==> src/rtl/gpio_bus_arbiter.sv <==
// Two-requester round-robin arbiter in front of a GPIO register block.
// Each granted access takes one ACCESS cycle on the GPIO side and one DONE
// cycle that returns ack/err/rdata to the winner, so accesses are at most
// one per three cycles with a fixed two-cycle request-to-ack latency.
module gpio_bus_arbiter #(
   parameter logic [31:0] ADDR_MAX = 32'h1C
) (
   input  logic        sysclk,
   input  logic        sysrst,
   input  logic        m0_req,
   input  logic        m0_we,
   input  logic [31:0] m0_addr,
   input  logic [31:0] m0_wdata,
   output logic        m0_ack,
   output logic        m0_err,
   output logic [31:0] m0_rdata,
   input  logic        m1_req,
   input  logic        m1_we,
   input  logic [31:0] m1_addr,
   input  logic [31:0] m1_wdata,
   output logic        m1_ack,
   output logic        m1_err,
   output logic [31:0] m1_rdata,
   output logic        gpio_we,
   output logic [31:0] gpio_addr,
   output logic [31:0] gpio_wdata,
   input  logic [31:0] gpio_rdata,
   output logic        busy,
   output logic        grant
);

   typedef enum logic [1:0] {
      IDLE   = 2'd0,
      ACCESS = 2'd1,
      DONE   = 2'd2
   } state_t;

   state_t      state;
   logic        ptr;        // requester that wins a tie
   logic        acc_we;     // latched direction of the access in flight
   logic        acc_legal;  // latched address legality of the access in flight

   logic        win_idx;
   logic        win_we;
   logic [31:0] win_addr;
   logic [31:0] win_wdata;
   logic        win_legal;
   logic        any_req;
   logic        done_err;
   logic [31:0] done_rdata;

   // Word-aligned and inside the register window
   function automatic logic addr_legal(input logic [31:0] a);
      return (a <= ADDR_MAX) && (a[1:0] == 2'b00);
   endfunction

   assign any_req = m0_req | m1_req;

   // Winner selection: a lone requester always wins, a tie goes to the pointer holder
   always_comb begin
      win_idx = ptr;
      if (m0_req && !m1_req) begin
         win_idx = 1'b0;
      end else if (m1_req && !m0_req) begin
         win_idx = 1'b1;
      end
      win_we    = win_idx ? m1_we    : m0_we;
      win_addr  = win_idx ? m1_addr  : m0_addr;
      win_wdata = win_idx ? m1_wdata : m0_wdata;
      win_legal = addr_legal(win_addr);
   end

   // Completion values for the access finishing ACCESS this cycle; only legal reads return data
   always_comb begin
      done_err   = ~acc_legal;
      done_rdata = '0;
      if (acc_legal && !acc_we) begin
         done_rdata = gpio_rdata;
      end
   end

   // Control FSM with all outputs registered; reset aborts any access in flight
   always_ff @(posedge sysclk or negedge sysrst) begin
      if (!sysrst) begin
         state      <= IDLE;
         ptr        <= 1'b0;
         grant      <= 1'b0;
         busy       <= 1'b0;
         acc_we     <= 1'b0;
         acc_legal  <= 1'b0;
         gpio_we    <= 1'b0;
         gpio_addr  <= '0;
         gpio_wdata <= '0;
         m0_ack     <= 1'b0;
         m0_err     <= 1'b0;
         m0_rdata   <= '0;
         m1_ack     <= 1'b0;
         m1_err     <= 1'b0;
         m1_rdata   <= '0;
      end else begin
         case (state)
            IDLE: begin
               if (any_req) begin
                  state      <= ACCESS;
                  busy       <= 1'b1;
                  grant      <= win_idx;
                  acc_we     <= win_we;
                  acc_legal  <= win_legal;
                  gpio_addr  <= win_addr;
                  gpio_wdata <= win_wdata;
                  gpio_we    <= win_we & win_legal;
               end
            end

            ACCESS: begin
               state   <= DONE;
               gpio_we <= 1'b0;
               if (grant) begin
                  m1_ack   <= 1'b1;
                  m1_err   <= done_err;
                  m1_rdata <= done_rdata;
               end else begin
                  m0_ack   <= 1'b1;
                  m0_err   <= done_err;
                  m0_rdata <= done_rdata;
               end
            end

            DONE: begin
               state    <= IDLE;
               busy     <= 1'b0;
               ptr      <= ~grant;
               m0_ack   <= 1'b0;
               m0_err   <= 1'b0;
               m0_rdata <= '0;
               m1_ack   <= 1'b0;
               m1_err   <= 1'b0;
               m1_rdata <= '0;
            end

            default: begin
               state   <= IDLE;
               busy    <= 1'b0;
               gpio_we <= 1'b0;
            end
         endcase
      end
   end

endmodule

==> config.mk <==
export PLATFORM = sky130hd
export DESIGN_NAME = gpio_bus_arbiter
export DESIGN_NICKNAME = d
export VERILOG_FILES = /design/src/rtl/gpio_bus_arbiter.sv
export SDC_FILE = /design/constraint.sdc
export NUM_CORES = 1
export LEC_CHECK = 0
export CORE_MARGIN = 2
export CORE_UTILIZATION = 44
export DETAILED_ROUTE_END_ITERATION = 10
export GPL_TIMING_DRIVEN = 0
export PLACE_DENSITY = 0.95
export SLEW_MARGIN = 20
export SYNTH_ARGS = -nofsm -noshare
export SYNTH_HDL_FRONTEND = slang
export SYNTH_SLANG_ARGS = --single-unit
==> constraint.sdc <==
create_clock -name sysclk -period 5.9 [get_ports sysclk]
set_clock_uncertainty 0.15 [all_clocks]
set_input_delay 0.885 -clock sysclk [delete_from_list [all_inputs] [get_ports sysclk]]
set_output_delay 0.885 -clock sysclk [all_outputs]
set_load 0.05 [all_outputs]
# == Yosys cells after proc, flatten, opt, wreduce, memory -nomap -nowiden ==
# Cells that the tools add are included.
# classes
eq_ne,5
order_cmp,1
reduce_logical,15
bitwise,6
muxes,24
# op_table
cell,count
32-bit 2-to-1 mux,5
32-bit case mux with 2 select lines,2
32-bit by 5-bit <= comparator with 1-bit output (second input constant),1
1-bit case mux with 2 select lines,6
2-bit AND reduction,5
1-bit 2-to-1 mux,9
2-bit != test (second input constant),3
1-bit logical AND,4
2-bit logical NOT,2
1-bit inverter,4
2-bit case mux with 2 select lines,1
1-bit logical NOT,3
2-bit by 1-bit equality test with 1-bit output (second input constant),1
2-bit equality test (second input constant),1
2-bit 2-to-1 mux,1
2-bit nonzero test,1
1-bit bitwise AND,1
1-bit OR,1
# word_totals
register_bits,140

# == Logic depth before layout (Yosys ltp) ==
# logic_depth
depth_word,10
mapped_depth,7
ltp_nobuf,5

# == Worst setup path before layout ==
# OpenSTA, ideal clock, no wires.
# synth_timing
path_kind,input -> register
start,input port m1_req
end,register acc_legal
required_time_ns,5.674
t_arrival_ns,2.141
setup_slack_ns,3.533
path_buffers,0
stages,5
path_cell_list,o21bai_4 > nand2_4 > mux2_4 > or4_1 > o21ai_1
# synth_between
elab_chain_cells,6
word_cells_on_any_way,11
# synth_rtl
item,line,rtl
"start, declared",17,"input logic m1_req,"
1-bit logical AND or 1-bit logical NOT (tied branches),"64, 62",
1-bit 2-to-1 mux or 1-bit logical AND (tied branches),"64, 62",
1-bit 2-to-1 mux,62,if (m0_req && !m1_req) begin
32-bit 2-to-1 mux,68,win_addr = win_idx ? m1_addr : m0_addr;
32-bit by 5-bit <= comparator with 1-bit output or 2-bit logical NOT (tied branches),54,return (a <= ADDR_MAX) && (a[1:0] == 2'b00);
1-bit logical AND,54,
"end signal, assigned",108,acc_legal <= win_legal;
"end, declared",41,logic acc_legal;
# Parallel ways exist; a longest one is shown, timed or not.
# A chain may end at the register's enable or synchronous reset.

# == Worst setup path after layout ==
# layout_timing
start,input port m1_req
end,register gpio_addr[5]
# layout_between
elab_chain_cells,4
word_cells_on_any_way,8
# layout_rtl
item,line,rtl
1-bit logical AND or 1-bit logical NOT (tied branches),"64, 62",
1-bit 2-to-1 mux or 1-bit logical AND (tied branches),"64, 62",
1-bit 2-to-1 mux,62,
32-bit 2-to-1 mux,68,
"end signal, assigned",109,gpio_addr <= win_addr;
"end, declared",25,"output logic [31:0] gpio_addr,"
# Parallel ways exist; a longest one is shown, timed or not.

==> run_results.csv <==
group,metric,value,unit
synthesis,synthCells,611,
clocking,path_clk_slew,0.06,ns
worst_setup_path,cp_common_cell,"clkbuf_1",
worst_setup_path,startpoint_type,"input port",
cells_and_area,final_area,9950,sq um
synthesis,synth_area,6047,sq um
grt,grt_pass1_vias,6397,
timing,post-route-min-period,3.001,ns
detailed_routing,drtPass1Iterations,7,
clocking,cts_root_buffer,"clkbuf_16",
placed_design,io_buffers,300,
synthesis,yosysSeqAreaShare,57.94,%
worst_setup_path,r2r_start,"state[1]$_DFFE_PN0N_",
worst_setup_path,worst-r2r-cell-count,6,
floorplan,start_util,45.30,%
worst_setup_path,end_kind,"register",
cells_and_area,syn_to_final_growth,64.54,%
worst_setup_path,critPathMaxFanout,10,
clocking,cts_resized,0,
detailed_routing,first_iter_violations,474,
grt,grt_antenna_before_repair,0,
clocking,insertion_delay,0.41,ns
detailed_routing,vias_per_cell,5.576,
floorplan,core,13350,sq um
timing,finalSetupViolCount,0,
clocking,postCtsHoldBufs,0,
synthesis,syn_nets,777,
floorplan,ios,301,
worst_setup_path,regToRegSetupSlack,3.59,ns
detailed_routing,vias,6245,
synthesis,ys_ff_latch,140,
grt,gr-total-overflow,0,
grt,grt_max_degree,73,
pwr,irDropWorstVdd,0.4196,mV
floorplan,fp.dieH,121.2,um
clocking,cts_tree,"yes",
timing,hold_viol_final,0,
worst_setup_path,r2r-end,"gpio_addr[5]$_DFFE_PN0P_",
pwr,leakage,4.191,nW
worst_setup_path,arrival,3.18,ns
worst_setup_path,crit_slowest_cell,"clkdlybuf4s50_1",
timing,post-route-period-util,50.87,%
clocking,cts_inserted_buffers,17,
worst_setup_path,path_cells,"clkdlybuf4s50_1, nor2_1, or3_1, clkbuf_1, clkbuf_1, buf_1, nand2_1, o21ai_1",
synthesis,syn_area_per_cell,9.897,sq um
timing,rsz0062_at_grt,"no",
timing,fin_hold_ws,0.2709,ns
floorplan,dieArea,14700,sq um
timing,tightestPinTransition,0.6295,ns
timing,finalMaxSlewViolations,0,
worst_setup_path,cpPeakStageDelay,0.50,ns
cells_and_area,drive_gt1_share,4.555,%
worst_setup_path,crit_family,"buffers and inverters",
worst_setup_path,cp.depth,8,
timing,slew_headroom,58.03,%
worst_setup_path,cp.required,6.08,ns
worst_setup_path,critPathBufInv,4,
min_path,hp-class,"in2async",
synthesis,yosysWarnings,0,
floorplan,die_x,121.2,um
cells_and_area,diodes,0,
detailed_routing,routedWlPerCell,20.30,um
placed_design,postPlaceCellArea,9303,sq um
synthesis,ys_types,28,
clocking,cts.htree.levels,4,
job,maxCapViolations,0,
floorplan,rows,42,
pwr,power_density,497.7,nW/um^2
detailed_routing,drcViolationCount,0,
placed_design,gp_congestion,0.8498,
clocking,post-cts-setup-buffers,0,
worst_setup_path,path_class,"in2reg",
outcome,status,"completed",
detailed_routing,wl,22740,um
clocking,cts_buffer_depth,2,
grt,grt_pass1_wl,34710,um
grt,grtUsageTotal,31.29,%
placed_design,place_hpwl,17000,um
clocking,clock-sinks,140,
cells_and_area,nets,1097,
timing,fmax,333.2,MHz
detailed_routing,postRouteAntennaNets,0,
-- placed cells by master (no fill, tap or decap), types with 4 or more instances in the layout --
cell               n
buf_2              6
nor4_1             8
o21ai_1          121
nand2_1          113
dfrtp_1          140
clkdlybuf4s50_1  299
clkbuf_16         17
a21oi_1           13
buf_1             10
bufinv_16          5
mux2i_1           60
nor3_1             8
o31ai_1            4
clkbuf_1          32
nand3_1           69
nor2b_1            5
-- kinds of logic after synthesis --
kind of cell / count (synthesis) / share of synthesized area [%]
compound gates: 147 / 12.79
buf+inv: 49 / 3.166
flops: 140 / 57.94
mux: 61 / 10.18
simple gates: 214 / 15.93
-- cells in the mapped netlist --
cell / n / area (sq um)
o21ba_2: 1 / 10.01
nand2_4: 1 / 11.26
o21bai_4: 1 / 18.77
mux2i_1: 60 / 600.6
nand3_1: 69 / 345.3
buf_1: 10 / 37.54
and2_1: 2 / 12.51
nor2_1: 1 / 3.750
a21oi_1: 13 / 65.06
nand2_1: 113 / 424.2
or3_1: 1 / 6.260
o22ai_1: 3 / 18.77
buf_2: 6 / 30.03
clkbuf_1: 31 / 116.4
nor2b_1: 5 / 31.28
nor3_1: 8 / 40.04
inv_1: 2 / 7.510
o31ai_1: 4 / 30.03
nor4_1: 8 / 50.05
or4_1: 1 / 7.510
o211ai_1: 1 / 7.510
nand2b_1: 2 / 12.51
o21ai_0: 2 / 10.01
dfrtp_1: 140 / 3503
o21ai_1: 121 / 605.6
nand4_1: 3 / 18.77
mux2_4: 1 / 15.01
a21o_1: 1 / 7.510
-- per-layer routing --
layer | routed length (um) | track usage [%]
met1 | 8063 | 34.30
met2 | 11740 | 55.20
met3 | 2003 | 9.211
met4 | 925 | 15.23
met5 | 0 | 0
-- sequential cells by signal, summed over array words and instances, names as in the netlist --
name and cells:
m1_err 1, m1_rdata 32, state 2, m1_ack 1, gpio_we 1, acc_we 1, acc_legal 1, grant 1
m0_rdata 32, gpio_wdata 32, gpio_addr 32, m0_ack 1, busy 1, m0_err 1, ptr 1
-- worst max path at each step --
stage                                 to  startpoint  slack (ns)
2_1_floorplan      acc_legal$_DFFE_PN0P_      m1_req        3.53
3_3_place_gp    gpio_addr[6]$_DFFE_PN0P_      sysrst       -1.63
3_5_place_dp    gpio_addr[5]$_DFFE_PN0P_      m1_req        2.49
4_1_cts         gpio_addr[5]$_DFFE_PN0P_      m1_req        2.93
5_1_grt        gpio_addr[22]$_DFFE_PN0P_      m1_req        2.75
6_report        gpio_addr[5]$_DFFE_PN0P_      m1_req        2.90
-- final cells by class --
class                   instances  area (sq um)
plain buffers                  47         183.9
clock buffers                  18         429.2
clock inverters                14         217.7
fillers                       891          3398
inverters                       2         7.507
multi-input cells             422          2352
flip-flops and latches        140          3503
well taps                     176         220.2
repair buffers                301          3035
-- power breakdown --
| group | internal, mW | total [mW] | switching [mW] |
|---|---|---|---|
| Combinational | 0.762 | 2.41 | 1.65 |
| Sequential | 1.21 | 1.37 | 0.158 |
| Clock | 0.752 | 1.17 | 0.416 |
| Total | 2.73 | 4.95 | 2.22 |
-- per-stage QoR --
step	total power, mW	setup WS (ns)	util, %	setup TNS, ns	cells
after floorplan	2.853	3.533	-	0	611
after global placement	3.718	-1.633	69.45	-227.10	1087
after detailed placement	3.769	2.491	69.69	0	1088
after CTS	4.953	2.929	74.54	0	1120
after global routing	5.154	2.754	74.54	0	1120
final	4.952	2.899	74.54	0	1120
(Power assumes the default switching activity.)
